## config.mk

```make
export PLATFORM = sky130hd
export DESIGN_NAME = mips_multicycle_control_flat
export DESIGN_NICKNAME = d
export VERILOG_FILES = /design/src/rtl/mips_multicycle_control_if.sv /design/src/rtl/mips_multicycle_control.sv /design/src/flat_wrapper.sv
export SDC_FILE = /design/constraint.sdc
export NUM_CORES = 1
export LEC_CHECK = 0
export ABC_AREA = 1
export BUFFER_PORTS_ARGS = -buffer_cell sky130_fd_sc_hd__buf_2
export CORE_UTILIZATION = 50
export CTS_BUF_LIST = sky130_fd_sc_hd__clkbuf_4
export CTS_CLUSTER_SIZE = 16
export DETAILED_ROUTE_END_ITERATION = 10
export GPL_TIMING_DRIVEN = 0
export PLACE_DENSITY = 0.95
export SLEW_MARGIN = 20
export SYNTH_ARGS = -nofsm -noshare
export SYNTH_HDL_FRONTEND = slang
export SYNTH_SLANG_ARGS = --single-unit
```

## constraint.sdc

```tcl
create_clock -name clk -period 3.57 [get_ports clk]
set_input_delay 0 -clock clk [delete_from_list [all_inputs] [get_ports clk]]
set_output_delay 0 -clock clk [all_outputs]
set_load 0.02 [all_outputs]
```

## src/rtl/mips_multicycle_control_if.sv

```systemverilog
// Control bundle between the multicycle MIPS controller and its datapath.
// master = controller side, slave = datapath side.
interface mips_multicycle_control_if;
    logic [5:0] op;
    logic [5:0] funct;
    logic       mem_ready;
    logic       pc_write;
    logic       pc_write_cond;
    logic       branch_ne;
    logic       i_or_d;
    logic       mem_read;
    logic       mem_write;
    logic       ir_write;
    logic [1:0] reg_dst;
    logic [1:0] mem_to_reg;
    logic       reg_write;
    logic       alu_src_a;
    logic [1:0] alu_src_b;
    logic [1:0] alu_op;
    logic [1:0] pc_src;
    logic       illegal_op;

    // Memory handshake: mem_read/mem_write stay asserted while waiting;
    // mem_ready high in a cycle means the access completed at that clock edge.
    modport master (
        input  op, funct, mem_ready,
        output pc_write, pc_write_cond, branch_ne, i_or_d, mem_read, mem_write,
               ir_write, reg_dst, mem_to_reg, reg_write, alu_src_a, alu_src_b,
               alu_op, pc_src, illegal_op
    );

    modport slave (
        output op, funct, mem_ready,
        input  pc_write, pc_write_cond, branch_ne, i_or_d, mem_read, mem_write,
               ir_write, reg_dst, mem_to_reg, reg_write, alu_src_a, alu_src_b,
               alu_op, pc_src, illegal_op
    );
endinterface

```

## src/rtl/mips_multicycle_control.sv

```systemverilog
// Main control FSM of the multicycle MIPS datapath (R-type/jr, lw, sw, beq, bne, addi, j, jal).
// Outputs are decoded from the state register; only FETCH gates ir_write/pc_write with mem_ready.
module mips_multicycle_control #(
    parameter bit HALT_ON_ILLEGAL = 1'b0
) (
    input  logic                       clk,
    input  logic                       rst,
    mips_multicycle_control_if.master  ctl,
    output logic [3:0]                 state
);
    typedef enum logic [3:0] {
        S_RESET   = 4'd0,
        S_FETCH   = 4'd1,
        S_DECODE  = 4'd2,
        S_MEM_ADR = 4'd3,
        S_MEM_RD  = 4'd4,
        S_MEM_WB  = 4'd5,
        S_MEM_WR  = 4'd6,
        S_EXEC    = 4'd7,
        S_ALU_WB  = 4'd8,
        S_BRANCH  = 4'd9,
        S_ADDI_EX = 4'd10,
        S_ADDI_WB = 4'd11,
        S_JUMP    = 4'd12,
        S_JR      = 4'd13,
        S_HALT    = 4'd14
    } state_t;

    localparam logic [5:0] OP_RTYPE = 6'b000000;
    localparam logic [5:0] OP_J     = 6'b000010;
    localparam logic [5:0] OP_JAL   = 6'b000011;
    localparam logic [5:0] OP_BEQ   = 6'b000100;
    localparam logic [5:0] OP_BNE   = 6'b000101;
    localparam logic [5:0] OP_ADDI  = 6'b001000;
    localparam logic [5:0] OP_LW    = 6'b100011;
    localparam logic [5:0] OP_SW    = 6'b101011;
    localparam logic [5:0] FN_JR    = 6'b001000;

    state_t     state_q;
    state_t     state_d;
    logic [5:0] op_q;

    // op is captured in DECODE so later states ignore any change on the op pins.
    always_ff @(posedge clk) begin
        if (rst) begin
            state_q <= S_RESET;
            op_q    <= 6'd0;
        end else begin
            state_q <= state_d;
            if (state_q == S_DECODE) begin
                op_q <= ctl.op;
            end
        end
    end

    assign state = state_q;

    always_comb begin
        state_d           = state_q;
        ctl.pc_write      = 1'b0;
        ctl.pc_write_cond = 1'b0;
        ctl.branch_ne     = 1'b0;
        ctl.i_or_d        = 1'b0;
        ctl.mem_read      = 1'b0;
        ctl.mem_write     = 1'b0;
        ctl.ir_write      = 1'b0;
        ctl.reg_dst       = 2'b00;
        ctl.mem_to_reg    = 2'b00;
        ctl.reg_write     = 1'b0;
        ctl.alu_src_a     = 1'b0;
        ctl.alu_src_b     = 2'b00;
        ctl.alu_op        = 2'b00;
        ctl.pc_src        = 2'b00;
        ctl.illegal_op    = 1'b0;

        case (state_q)
            S_RESET: state_d = S_FETCH;
            S_FETCH: begin
                ctl.mem_read  = 1'b1;
                ctl.alu_src_b = 2'b01;
                ctl.ir_write  = ctl.mem_ready;
                ctl.pc_write  = ctl.mem_ready;
                if (ctl.mem_ready) state_d = S_DECODE;
            end
            S_DECODE: begin
                // Branch target computed speculatively into ALUOut.
                ctl.alu_src_b = 2'b11;
                case (ctl.op)
                    OP_LW, OP_SW:   state_d = S_MEM_ADR;
                    OP_RTYPE:       state_d = S_EXEC;
                    OP_BEQ, OP_BNE: state_d = S_BRANCH;
                    OP_ADDI:        state_d = S_ADDI_EX;
                    OP_J, OP_JAL:   state_d = S_JUMP;
                    default: begin
                        ctl.illegal_op = 1'b1;
                        state_d        = HALT_ON_ILLEGAL ? S_HALT : S_FETCH;
                    end
                endcase
            end
            S_MEM_ADR: begin
                ctl.alu_src_a = 1'b1;
                ctl.alu_src_b = 2'b10;
                state_d       = (op_q == OP_SW) ? S_MEM_WR : S_MEM_RD;
            end
            S_MEM_RD: begin
                ctl.i_or_d   = 1'b1;
                ctl.mem_read = 1'b1;
                if (ctl.mem_ready) state_d = S_MEM_WB;
            end
            S_MEM_WB: begin
                ctl.mem_to_reg = 2'b01;
                ctl.reg_write  = 1'b1;
                state_d        = S_FETCH;
            end
            S_MEM_WR: begin
                ctl.i_or_d    = 1'b1;
                ctl.mem_write = 1'b1;
                if (ctl.mem_ready) state_d = S_FETCH;
            end
            S_EXEC: begin
                ctl.alu_src_a = 1'b1;
                ctl.alu_op    = 2'b10;
                state_d       = (ctl.funct == FN_JR) ? S_JR : S_ALU_WB;
            end
            S_ALU_WB: begin
                ctl.reg_dst   = 2'b01;
                ctl.reg_write = 1'b1;
                state_d       = S_FETCH;
            end
            S_BRANCH: begin
                ctl.alu_src_a     = 1'b1;
                ctl.alu_op        = 2'b01;
                ctl.pc_src        = 2'b01;
                ctl.pc_write_cond = 1'b1;
                ctl.branch_ne     = (op_q == OP_BNE);
                state_d           = S_FETCH;
            end
            S_ADDI_EX: begin
                ctl.alu_src_a = 1'b1;
                ctl.alu_src_b = 2'b10;
                state_d       = S_ADDI_WB;
            end
            S_ADDI_WB: begin
                ctl.reg_write = 1'b1;
                state_d       = S_FETCH;
            end
            S_JUMP: begin
                ctl.pc_src   = 2'b10;
                ctl.pc_write = 1'b1;
                // jal links the already-incremented PC into r31.
                if (op_q == OP_JAL) begin
                    ctl.reg_write  = 1'b1;
                    ctl.reg_dst    = 2'b10;
                    ctl.mem_to_reg = 2'b10;
                end
                state_d = S_FETCH;
            end
            S_JR: begin
                ctl.alu_src_a = 1'b1;
                ctl.alu_op    = 2'b10;
                ctl.pc_write  = 1'b1;
                state_d       = S_FETCH;
            end
            S_HALT: state_d = S_HALT;
            default: state_d = S_FETCH;
        endcase
    end
endmodule

```

## src/flat_wrapper.sv

```systemverilog
// flat-port wrapper written by rule: the top's interface ports become plain ports
module mips_multicycle_control_flat 
#(
    parameter bit HALT_ON_ILLEGAL = 1'b0
)
  (clk, rst, state, ctl_op, ctl_funct, ctl_mem_ready, ctl_pc_write, ctl_pc_write_cond, ctl_branch_ne, ctl_i_or_d, ctl_mem_read, ctl_mem_write, ctl_ir_write, ctl_reg_dst, ctl_mem_to_reg, ctl_reg_write, ctl_alu_src_a, ctl_alu_src_b, ctl_alu_op, ctl_pc_src, ctl_illegal_op);
  mips_multicycle_control_if ctl_i ();
  input  logic clk;
  input  logic rst;
  output logic [3:0] state;
  input wire logic [$bits(ctl_i.op)-1:0] ctl_op;
  input wire logic [$bits(ctl_i.funct)-1:0] ctl_funct;
  input wire logic [$bits(ctl_i.mem_ready)-1:0] ctl_mem_ready;
  output wire logic [$bits(ctl_i.pc_write)-1:0] ctl_pc_write;
  output wire logic [$bits(ctl_i.pc_write_cond)-1:0] ctl_pc_write_cond;
  output wire logic [$bits(ctl_i.branch_ne)-1:0] ctl_branch_ne;
  output wire logic [$bits(ctl_i.i_or_d)-1:0] ctl_i_or_d;
  output wire logic [$bits(ctl_i.mem_read)-1:0] ctl_mem_read;
  output wire logic [$bits(ctl_i.mem_write)-1:0] ctl_mem_write;
  output wire logic [$bits(ctl_i.ir_write)-1:0] ctl_ir_write;
  output wire logic [$bits(ctl_i.reg_dst)-1:0] ctl_reg_dst;
  output wire logic [$bits(ctl_i.mem_to_reg)-1:0] ctl_mem_to_reg;
  output wire logic [$bits(ctl_i.reg_write)-1:0] ctl_reg_write;
  output wire logic [$bits(ctl_i.alu_src_a)-1:0] ctl_alu_src_a;
  output wire logic [$bits(ctl_i.alu_src_b)-1:0] ctl_alu_src_b;
  output wire logic [$bits(ctl_i.alu_op)-1:0] ctl_alu_op;
  output wire logic [$bits(ctl_i.pc_src)-1:0] ctl_pc_src;
  output wire logic [$bits(ctl_i.illegal_op)-1:0] ctl_illegal_op;
  assign ctl_i.op = ctl_op;
  assign ctl_i.funct = ctl_funct;
  assign ctl_i.mem_ready = ctl_mem_ready;
  assign ctl_pc_write = ctl_i.pc_write;
  assign ctl_pc_write_cond = ctl_i.pc_write_cond;
  assign ctl_branch_ne = ctl_i.branch_ne;
  assign ctl_i_or_d = ctl_i.i_or_d;
  assign ctl_mem_read = ctl_i.mem_read;
  assign ctl_mem_write = ctl_i.mem_write;
  assign ctl_ir_write = ctl_i.ir_write;
  assign ctl_reg_dst = ctl_i.reg_dst;
  assign ctl_mem_to_reg = ctl_i.mem_to_reg;
  assign ctl_reg_write = ctl_i.reg_write;
  assign ctl_alu_src_a = ctl_i.alu_src_a;
  assign ctl_alu_src_b = ctl_i.alu_src_b;
  assign ctl_alu_op = ctl_i.alu_op;
  assign ctl_pc_src = ctl_i.pc_src;
  assign ctl_illegal_op = ctl_i.illegal_op;
  mips_multicycle_control #(.HALT_ON_ILLEGAL(HALT_ON_ILLEGAL)) u_core (.clk(clk), .rst(rst), .ctl(ctl_i), .state(state));
endmodule
```

# Yosys cells after proc, flatten, opt, wreduce, memory -nomap -nowiden
# Cells that the tools add are included.
[classes] eq_ne=28 muxes=25 reduce_logical=13
[op_table] op="one-hot mux 4 bit (8 select lines)" count=1
[op_table] op="equality test 4 bit, second input constant" count=7
[op_table] op="one-hot mux 4 bit (5 select lines)" count=1
[op_table] op="equality test 6 x 2 -> 1 bit, second input constant" count=3
[op_table] op="equality test 6 x 3 -> 1 bit, second input constant" count=3
[op_table] op="equality test 6 bit, second input constant" count=3
[op_table] op="equality test 4 x 3 -> 1 bit, second input constant" count=4
[op_table] op="one-hot mux 2 bit (2 select lines)" count=4
[op_table] op="OR reduction 2 bit" count=8
[op_table] op="equality test 6 x 4 -> 1 bit, second input constant" count=2
[op_table] op="2-to-1 mux 4 bit" count=3
[op_table] op="2-to-1 mux 1 bit" count=10
[op_table] op="equality test 4 x 2 -> 1 bit, second input constant" count=2
[op_table] op="OR reduction 8 bit" count=1
[op_table] op="logical NOT 6 bit" count=1
[op_table] op="!= test 2 bit, second input constant" count=3
[op_table] op="one-hot mux 2 bit (3 select lines)" count=1
[op_table] op="OR reduction 5 bit" count=1
[op_table] op="equality test 4 x 1 -> 1 bit, second input constant" count=1
[op_table] op="2-to-1 mux 2 bit" count=2
[op_table] op="one-hot mux 1 bit (2 select lines)" count=2
[op_table] op="2-to-1 mux 3 bit" count=1
[op_table] op="AND reduction 3 bit" count=1
[op_table] op="OR reduction 3 bit" count=1
[word_totals] ff_bits=10 output_inout_bits=24 word_cells=68

# Longest topological paths before layout
# Gate-level depths: netlist (run 1).
[depth] ltp_word=4 mapped_depth=9 mapped_depth_nobuf=9

# Worst setup path after synthesis (run 1)
# No wires, ideal clock.
[synth_path] path_kind="reg2out" start="register u_core.state_q[0] (netlist: u_core.state[0])" end="output port ctl_branch_ne" arrival_time_ps=1668 required_ps=3570 path_slack_ps=1902 stages_incl_launch_ff=7 path_cell_list="dfxtp_1 > inv_1 > nor2_2 > inv_1 > nor2_2 > nand3_1 > nor4_2"
[synth_via] elab_chain_cells=2
[synth_lines] item="from (decl)" line="mips_multicycle_control.sv:39" text="state_t state_q;"
[synth_lines] item="from (signal assigned)" line="mips_multicycle_control.sv:49" text="state_q <= state_d;"
[synth_lines] item="equality test 4 bit" line="mips_multicycle_control.sv:76" text="case (state_q)"
[synth_lines] item="2-to-1 mux 1 bit" line="mips_multicycle_control.sv:76"
[synth_lines] item="to (decl)" line="flat_wrapper.sv:16" text="output wire logic [$bits(ctl_i.branch_ne)-1:0] ctl_branch_ne;"
# Every way passes these cells.

# Worst setup path in the final report (run 1)
# Same ends and word-level chain as after synthesis.

==> flow_summary.json, run 1 <==
{
  "status": "complete, no violations",
  "setup_tns_ns": 0,
  "p_per_area_nw_per_um2": 393,
  "drc": 0,
  "crit_chain": "inv_1 -> nor2_2 -> inv_1 -> nor2_2 -> nand3_1 -> nor4_2 -> buf_2",
  "cpPeakStageDelay_ns": 0.48,
  "clockBufferDepth": 2,
  "fin_skew_ns": 0.00159,
  "antenna_found_initial": 0,
  "hp-class": "primary input to flip-flop",
  "ir_drop_mv": 0.226,
  "cts_inserted_buffers": 3,
  "drt_pass1_iterations": 4,
  "cp_slowest_cell": "dfxtp_1",
  "nFillCells": 140,
  "via_per_inst": 5.21,
  "drv_cap": 0,
  "end_kind": "output port",
  "dp_slack_ns": 2.12,
  "ys_warn_count": 0,
  "worstSetupPathType": "flip-flop to output port",
  "cts.sinks": 10,
  "reg2reg_to": "u_core.state[0]",
  "drtIter0Drc": 27,
  "dieArea_um2": 1770,
  "timing.final.ws_setup_ns": 1.83,
  "path_buf_inv": 3,
  "reg2reg_depth": 7,
  "coreArea_um2": 1510,
  "wl_per_cell_um": 10.7,
  "grt_overflow": 0,
  "ys_ff_latch": 10,
  "maxSlewHeadroom_pct": 71.4,
  "post-route-util_pct": 68.7,
  "cp_max_fo": 7,
  "arrival_ns": 1.74,
  "synth_area_um2": 803,
  "worst_pin_slew_ns": 0.429,
  "ant_nets": 0,
  "syn-num-nets": 156,
  "portBuffers": 37,
  "via_count": 1032,
  "min_period_over_period_pct": 48.9,
  "worstPathRequired_ns": 3.57,
  "hold-path-endpoint": "u_core.op_q[4]",
  "drive_above_1_share_pct": 28.6,
  "postSynthAreaPerCell_um2": 5.70,
  "worstReg2RegStart": "u_core.state[0]",
  "dp_hpwl_um": 1750,
  "rsz0062_at_grt": "no",
  "start_kind": "flip-flop",
  "grt_max_degree": 11,
  "dieHeight_um": 42.1,
  "io_pins": 39,
  "crit_family": "simple AND/OR/NAND/NOR gates",
  "layout_min_cycle_time_ns": 1.74,
  "r2r_slack_ns": 2.12,
  "p_leak_nw": 0.591,
  "dieWidth_um": 42.1,
  "nets": 198,
  "synth_cell_type_count": 23,
  "drv_slew": 0,
  "cts_root_buffer": "clkbuf_4",
  "wirelength_um": 2120,
  "clkLatencyLatePin_ns": 0.26,
  "fmax_mhz": 573,
  "holdCritStartpoint": "ctl_op[4]",
  "hold_depth": 3,
  "cts_tree": "done",
  "grt_usage_pct": 24.6,
  "synthCells": 141,
  "grt_pass1_wl_um": 3520,
  "globalplace.congestion": 0.892,
  "setup_viol": 0,
  "clkSlewWorstSetupHoldPaths_ns": 0.06,
  "num_antenna_cells": 0,
  "syn2layout_area_growth_pct": 28.8,
  "fp-row-count": 14,
  "htreeDepth": 1,
  "initial_core_util_pct": 53.3,
  "post_cts_resized": 0,
  "postCtsHoldBufs": 0,
  "synth_seq_area_share_pct": 24.9,
  "post_cts_buffers": 0,
  "finalHoldViolations": 0,
  "grt_pass1_vias": 890
}
-- cell usage after synthesis --
| library cell | number | area [um^2] |
|---|---|---|
| o211ai_1 | 2 | 15.0 |
| dfxtp_1 | 10 | 200 |
| nand3b_1 | 1 | 7.51 |
| o22ai_1 | 1 | 6.26 |
| nor3_1 | 2 | 10.0 |
| buf_1 | 1 | 3.75 |
| nor2_2 | 4 | 25.0 |
| buf_4 | 2 | 15.0 |
| nand3_1 | 11 | 55.1 |
| o21ai_0 | 4 | 20.0 |
| inv_1 | 23 | 86.3 |
| o21ai_1 | 1 | 5.00 |
| a211oi_1 | 2 | 15.0 |
| a21oi_1 | 8 | 40.0 |
| nor4_2 | 1 | 12.5 |
| nor2_1 | 32 | 120 |
| nand2_1 | 29 | 109 |
| nor2_4 | 1 | 11.3 |
| nand2_2 | 2 | 12.5 |
| buf_6 | 1 | 11.3 |
| a21oi_2 | 1 | 8.76 |
| nand4_1 | 1 | 6.26 |
| o21bai_1 | 1 | 7.51 |
-- worst max path at each step --
stage	slack, ns	start	cells after the start	endpoint
5_1_grt	1.70	u_core.state[0]	7	ctl_branch_ne
6_report	1.83	u_core.state[0]	7	ctl_branch_ne
3_3_place_gp	2.14	u_core.state[0]	7	ctl_branch_ne
2_1_floorplan	1.90	u_core.state[0]	6	ctl_branch_ne
3_5_place_dp	2.12	u_core.state[0]	7	ctl_branch_ne
4_1_cts	1.83	u_core.state[0]	7	ctl_branch_ne
-- per-layer routing --
metal	vias to the layer above	share of wire (%)	track usage [%]
li1	532	-	-
met1	455	44	29.9
met2	43	49	44.4
met3	2	6.7	3.88
met4	0	0.66	7.50
met5	-	0	0
-- cell families (layout without fill, tap and decap cells) --
family	count (synthesis)	count (layout)	synth area share, %
AOI/OAI and AO/OA	20	20	14.6
buffers and inverters	27	68	14.5
DFF	10	10	24.9
and+or+nand+nor	84	84	45.9
-- placed cells by master (no fill, tap or decap) --
cell	Yosys	routed
o21ai_1	1	1
buf_2	0	37
nand3b_1	1	1
nor2_1	32	32
nor4_2	1	1
buf_1	1	1
clkbuf_4	0	3
a21oi_1	8	8
clkinv_1	0	1
nand4_1	1	1
a21oi_2	1	1
nor2_2	4	4
nand2_1	29	29
o211ai_1	2	2
a211oi_1	2	2
dfxtp_1	10	10
nand3_1	11	11
buf_6	1	1
buf_4	2	2
o21ai_0	4	4
nor3_1	2	2
o21bai_1	1	1
inv_1	23	23
o22ai_1	1	1
nand2_2	2	2
nor2_4	1	1
-- cell type report --
class,count,area [um^2],share of cell area (%)
repair buffers,37,185,17.9
clock inverters,1,3.75,0.363
clock buffers,3,22.5,2.18
plain buffers,4,30.0,2.90
multi-input cells,104,487,47.0
well taps,16,20.0,1.93
inverters,23,86.3,8.34
flip-flops and latches,10,200,19.3
-- worst min-delay path: stages --
cell and delay (ns):
buf_2 0.11, nand2_1 0.06, a21oi_1 0.05
-- registers in the layout, indices dropped and copies added, names as in the netlist --
register,count
u_core.op_q,6
u_core.state,4
-- report_power, final --
part	internal, mW	switching, mW	leakage, nW	total (mW)
registers	0.126	0.0214	0.0814	0.147
clock network	0.0403	0.0362	0.0154	0.0765
logic	0.0616	0.121	0.495	0.182
-- per-stage QoR --
stage	cell area [um^2]	power (mW)	hold WS, ns	cells
finish	1030	0.406	0.0101	198
global route	1030	0.435	0.0268	198
CTS	1030	0.405	0.00989	198
detailed placement	1010	0.330	0.278	194
global placement	1010	0.325	0.279	194
floorplan	803	0.274	0.147	141
Note: power is estimated with default switching activity, not from simulation.
==> run 2, diff against run 1 <==
CORE_UTILIZATION = 47   (was 50)
PLACE_DENSITY = 0.93   (was 0.95)
clock period = 1.78 ns   (was 3.57 ns; I/O delays follow)
==> run 2 against run 1 <==
  * Sequential share of layout area hardly changed
  * The flow now finishes with violations (design-rule violations)
  * Total power is 100% higher
  * Critical endpoint unchanged
  * First-iteration DRC count is 70% higher
  * Sequential cell count stayed put
  * Non-clock buffer count stayed put
  * Worst hold slack worse by 0.0073 ns
  * Count of clock-buffer cells in the layout stayed put
  * Critical path depth stayed put
  * Setup slack worse by 1.7 ns
  * Routed wire length hardly changed
  * Clock skew is 0.0015 ns higher
  * Largest power group unchanged
==> flow_summary.json, run 2 (synthesized netlist as in run 1, its figures left out) <==
{
  "cp_max_fo": 7,
  "cpPeakStageDelay_ns": 0.41,
  "antenna_found_initial": 0,
  "p_leak_nw": 0.592,
  "stdcell_count": 198,
  "hp-class": "primary input to flip-flop",
  "layout_commonest_cell": "buf_2",
  "cts.sinks": 10,
  "rsz0062_at_grt": "no",
  "arrival_ns": 1.63,
  "via_per_inst": 5.06,
  "fp-row-count": 14,
  "worstPathRequired_ns": 1.78,
  "fin_area_um2": 1040,
  "ant_nets": 0,
  "drtIter0Drc": 46,
  "violations": "design-rule violations",
  "min_period_over_period_pct": 91.5,
  "portBuffers": 37,
  "placed_cell_area_um2": 1010,
  "postCtsHoldBufs": 0,
  "htreeDepth": 1,
  "worst_pin_slew_ns": 0.393,
  "grt_overflow": 0,
  "initial_core_util_pct": 51.5,
  "drv_cap": 0,
  "maxSlewHeadroom_pct": 73.8,
  "wirelength_um": 2120,
  "via_count": 1001,
  "cts_root_buffer": "clkbuf_4",
  "cts_tree": "done",
  "grt_pass1_vias": 802,
  "cts_inserted_buffers": 3,
  "drc": 10,
  "largest_reg_flops": 6,
  "dp_hpwl_um": 1730,
  "crit_path_frequent_cell": "inv_1",
  "globalplace.congestion": 0.891,
  "coreArea_um2": 1560,
  "clkLatencyLatePin_ns": 0.27,
  "grt_usage_pct": 23.4,
  "drt_pass1_iterations": 7,
  "layout_min_cycle_time_ns": 1.63,
  "setup_tns_ns": 0,
  "io_pins": 39,
  "cp_slowest_cell": "dfxtp_2",
  "finalHoldViolations": 0,
  "post_cts_buffers": 0,
  "clockBufferDepth": 2,
  "status": "finished with violations",
  "clkSlewWorstSetupHoldPaths_ns": 0.06,
  "num_antenna_cells": 0,
  "fin_skew_ns": 0.00311,
  "ir_drop_mv": 0.531,
  "dpl.cell_count": 194,
  "dieHeight_um": 43.3,
  "final_cell_mix": "37 x buf_2, 32 x nor2_1, 29 x nand2_1, 22 x inv_1, 11 x nand3_1",
  "regMostFlops": "u_core.op_q",
  "nets": 198,
  "post-route-util_pct": 66.8,
  "crit_chain": "inv_1 -> nor2_2 -> inv_1 -> nor2_4 -> nand3_1 -> nor4_2 -> buf_2",
  "drive_above_1_share_pct": 29.7,
  "grt_pass1_wl_um": 3290,
  "setup_viol": 0,
  "wl_per_cell_um": 10.7,
  "worstSetupPathType": "flip-flop to output port",
  "grt_max_degree": 11,
  "dieArea_um2": 1880,
  "start_kind": "flip-flop",
  "end_kind": "output port",
  "dieWidth_um": 43.3,
  "fmax_mhz": 614,
  "syn2layout_area_growth_pct": 29.6,
  "drv_slew": 0,
  "p_per_area_nw_per_um2": 795
}
-- run 2: final cells by class --
cell class / instances / area (um^2)
Buffer: 4 / 30.0
Clock inverter: 1 / 3.75
Multi-Input combinational cell: 104 / 492
Fill cell: 154 / 518
Inverter: 23 / 86.3
Sequential cell: 10 / 201
Tap cell: 16 / 20.0
Timing Repair Buffer: 37 / 185
Clock buffer: 3 / 22.5
-- run 2: worst max-delay path: cells and delay by family (launching register included) --
kind / cells / cell delay, ns
simple gates: 4 / 0.55
flops: 1 / 0.41
buf+inv: 3 / 0.41
-- run 2: final timing paths --
| kind | start | endpoint | slack [ns] | depth (start not counted) |
|---|---|---|---|---|
| min reg2reg | u_core.op_q[0] | u_core.op_q[0] | 0.49 | 2 |
| min | ctl_op[5] | u_core.op_q[5] | 0.003 | 3 |
| max | u_core.state[0] | ctl_branch_ne | 0.15 | 7 |
| max reg2reg | u_core.state[2] | u_core.state[0] | 0.38 | 9 |
-- run 2: per-stage QoR --
step	setup slack [ns]	total power, mW	hold WS, ns
floorplan	0.112	0.550	0.147
global placement	0.316	0.653	0.280
detailed placement	0.308	0.660	0.282
CTS	0.00147	0.820	0.000914
global route	0.00980	0.884	0.0142
finish	0.150	0.828	0.00280
-- run 2: metal layers --
metal / part of all wire [%] / up-vias / global-route usage, % / wire length (um)
li1: - / 530 / - / -
met1: 43 / 422 / 29.5 / 904
met4: 2.2 / 0 / 11.3 / 46
met5: 0 / - / 0 / 0
met3: 7.2 / 5 / 2.50 / 153
met2: 48 / 44 / 40.0 / 1020
-- run 2: repair_timing --
action	in CTS	in global routing
gates resized for setup	0	3
endpoints found under the setup margin	0	3
endpoints found under the hold margin	0	0
-- run 2: report_power, final --
group	switching [mW]	internal, mW
Sequential	0.0423	0.254
Clock	0.0784	0.0812
Combinational	0.247	0.124
==> run 3, diff against run 2 <==
CELL_PAD_IN_SITES_DETAIL_PLACEMENT = 1   (was default)
CELL_PAD_IN_SITES_GLOBAL_PLACEMENT = 1   (was default)
CORE_UTILIZATION = 30   (was 47)
==> run 3 against run 2 <==
  * Utilization is 24 points lower
  * Fmax is 1.2% higher
  * Sequential cell count unchanged
  * Die area is 54% higher
  * The run now ends clean
  * Total power rose by 2.2%
  * Count of clock-buffer cells in the layout is the same
  * Clock power about the same
  * Clock skew down 0.0020 ns
==> flow_summary.json, run 3 (synthesized netlist as in run 1, its figures left out) <==
{
  "post_cts_resized": 1,
  "cts_inserted_buffers": 3,
  "layout_commonest_cell": "buf_2",
  "coreArea_um2": 2500,
  "cp.depth": 6,
  "wl_met1_um": 1110,
  "hp-class": "primary input to flip-flop",
  "cts_root_buffer": "clkbuf_4",
  "route.top_layer_used": "met4",
  "wirelength_um": 2670,
  "worstSetupPathType": "flip-flop to output port",
  "setup_tns_ns": 0,
  "cp_max_fo": 7,
  "grt_overflow": 0,
  "p_leak_nw": 0.594,
  "p_per_area_nw_per_um2": 792,
  "drc": 0,
  "drive_above_1_share_pct": 30.2,
  "drtIter0Drc": 14,
  "cp-startpoint": "u_core.state[2]",
  "clkLatencyLatePin_ns": 0.27,
  "crit_family": "simple AND/OR/NAND/NOR gates",
  "grt_max_degree": 11,
  "fin_skew_ns": 0.00115,
  "grt_usage_pct": 21.1,
  "nets": 198,
  "dieArea_um2": 2890,
  "dieWidth_um": 53.7,
  "p_seq_share_pct": 35.7,
  "min_period_over_period_pct": 90.4,
  "p_comb_share_pct": 45.3,
  "end_kind": "output port",
  "finalHoldViolations": 0,
  "num_antenna_cells": 0,
  "r2r_slack_ns": 0.32,
  "via_count": 1043,
  "cpPeakStageDelay_ns": 0.38,
  "layout_min_cycle_time_ns": 1.61,
  "cp_slowest_cell": "dfxtp_1",
  "syn2layout_area_growth_pct": 32.9,
  "fp-row-count": 18,
  "worstPathRequired_ns": 1.78,
  "regMostFlops": "u_core.op_q",
  "wl_met3_um": 121,
  "via_per_inst": 4.92,
  "ant_nets": 0,
  "drv_cap": 0,
  "intPower_uw": 465,
  "path_buf_inv": 2,
  "arrival_ns": 1.61,
  "holdWs_ns": 0.00137,
  "io_pins": 39,
  "setup_viol": 0,
  "post_cts_buffers": 0,
  "crit_chain": "nor2_4 -> nand2_2 -> nor2_2 -> inv_2 -> nor3_1 -> buf_2",
  "cts.sinks": 10,
  "worstReg2RegStart": "u_core.state[1]",
  "finalPower_uw": 846,
  "final_cell_mix": "37 x buf_2, 32 x nor2_1, 29 x nand2_1, 22 x inv_1, 11 x nand3_1",
  "dieHeight_um": 53.7,
  "globalplace.congestion": 0.856,
  "postCtsHoldBufs": 0,
  "fmax_mhz": 621,
  "start_kind": "flip-flop",
  "portBuffers": 37,
  "htreeDepth": 1,
  "initial_core_util_pct": 32.1,
  "ir_drop_mv": 0.416,
  "grt_pass1_vias": 1051,
  "antenna_found_initial": 0,
  "switching_share_pct": 45.0,
  "reg2reg_depth": 9,
  "clkSlewWorstSetupHoldPaths_ns": 0.07,
  "power_frac_clock_pct": 19.0,
  "drt_pass1_iterations": 4,
  "hold_depth": 3,
  "largest_reg_flops": 6,
  "maxSlewHeadroom_pct": 71.7,
  "dp_hpwl_um": 2240,
  "reg2reg_to": "u_core.state[0]",
  "cts_tree": "done",
  "drv_slew": 0,
  "worst_pin_slew_ns": 0.424,
  "status": "complete, no violations",
  "route.met2.wl_um": 1410,
  "grt_pass1_wl_um": 4420,
  "switchingPower_uw": 381,
  "critical_path.endpoint": "ctl_illegal_op",
  "wl_per_cell_um": 12.6,
  "clockBufferDepth": 2,
  "rsz0062_at_grt": "no"
}
## run 3: cell counts in the layout (fill, tap and decap cells not counted)
Identical to the previous run, type by type.
## run 3: stage by stage
step                setup WS, ns  util, %  std cells  cell area [um^2]
floorplan                  0.112        -        141               803
global placement           0.320     41.0        208              1030
detailed placement         0.239     41.0        208              1030
CTS                       0.0709     42.1        212              1050
global route              0.0461     42.7        212              1070
finish                     0.170     42.7        212              1070
## run 3: area by class of cell
class / instances / area [um^2]
fill: 368 / 1430
tap: 30 / 37.5
sequential: 10 / 205
clock buffer: 3 / 22.5
multi-input combinational: 104 / 497
buffer: 4 / 30.0
clock inverter: 1 / 3.75
timing repair buffer: 37 / 185
inverter: 23 / 86.3
## run 3: metal layers
layer,up-vias,GRT usage [%]
li1,527,-
met1,480,25.1
met2,31,39.3
met3,5,2.54
met4,0,5.26
met5,-,0
## run 3: worst min path at each step
stage	start	endpoint	slack [ns]
2_1_floorplan	ctl_op[0]	u_core.op_q[0]	0.15
3_3_place_gp	ctl_op[5]	u_core.op_q[5]	0.28
3_5_place_dp	ctl_op[5]	u_core.op_q[5]	0.29
4_1_cts	ctl_op[5]	u_core.op_q[5]	0.01
5_1_grt	ctl_op[5]	u_core.op_q[5]	0.02
6_report	ctl_op[5]	u_core.op_q[5]	0.001
## run 3: power groups by stage
| stage | logic (mW) | clock network (mW) | registers [mW] |
|---|---|---|---|
| after floorplan | 0.246 | 0 | 0.304 |
| after global placement | 0.360 | 0 | 0.297 |
| after detailed placement | 0.375 | 0 | 0.301 |
| after CTS | 0.379 | 0.159 | 0.298 |
| after global routing | 0.430 | 0.178 | 0.308 |
| final | 0.383 | 0.161 | 0.301 |
## run 3: worst reg2reg max path, cell delays in order (launching register included)
cell and delay (ns):
dfxtp_1 0.50, nand2_1 0.13, inv_1 0.11, nand2_1 0.10, nand2_1 0.12, nor2_1 0.06
nor2_1 0.11, nand2_1 0.07, nor2_1 0.10, nor2_1 0.05
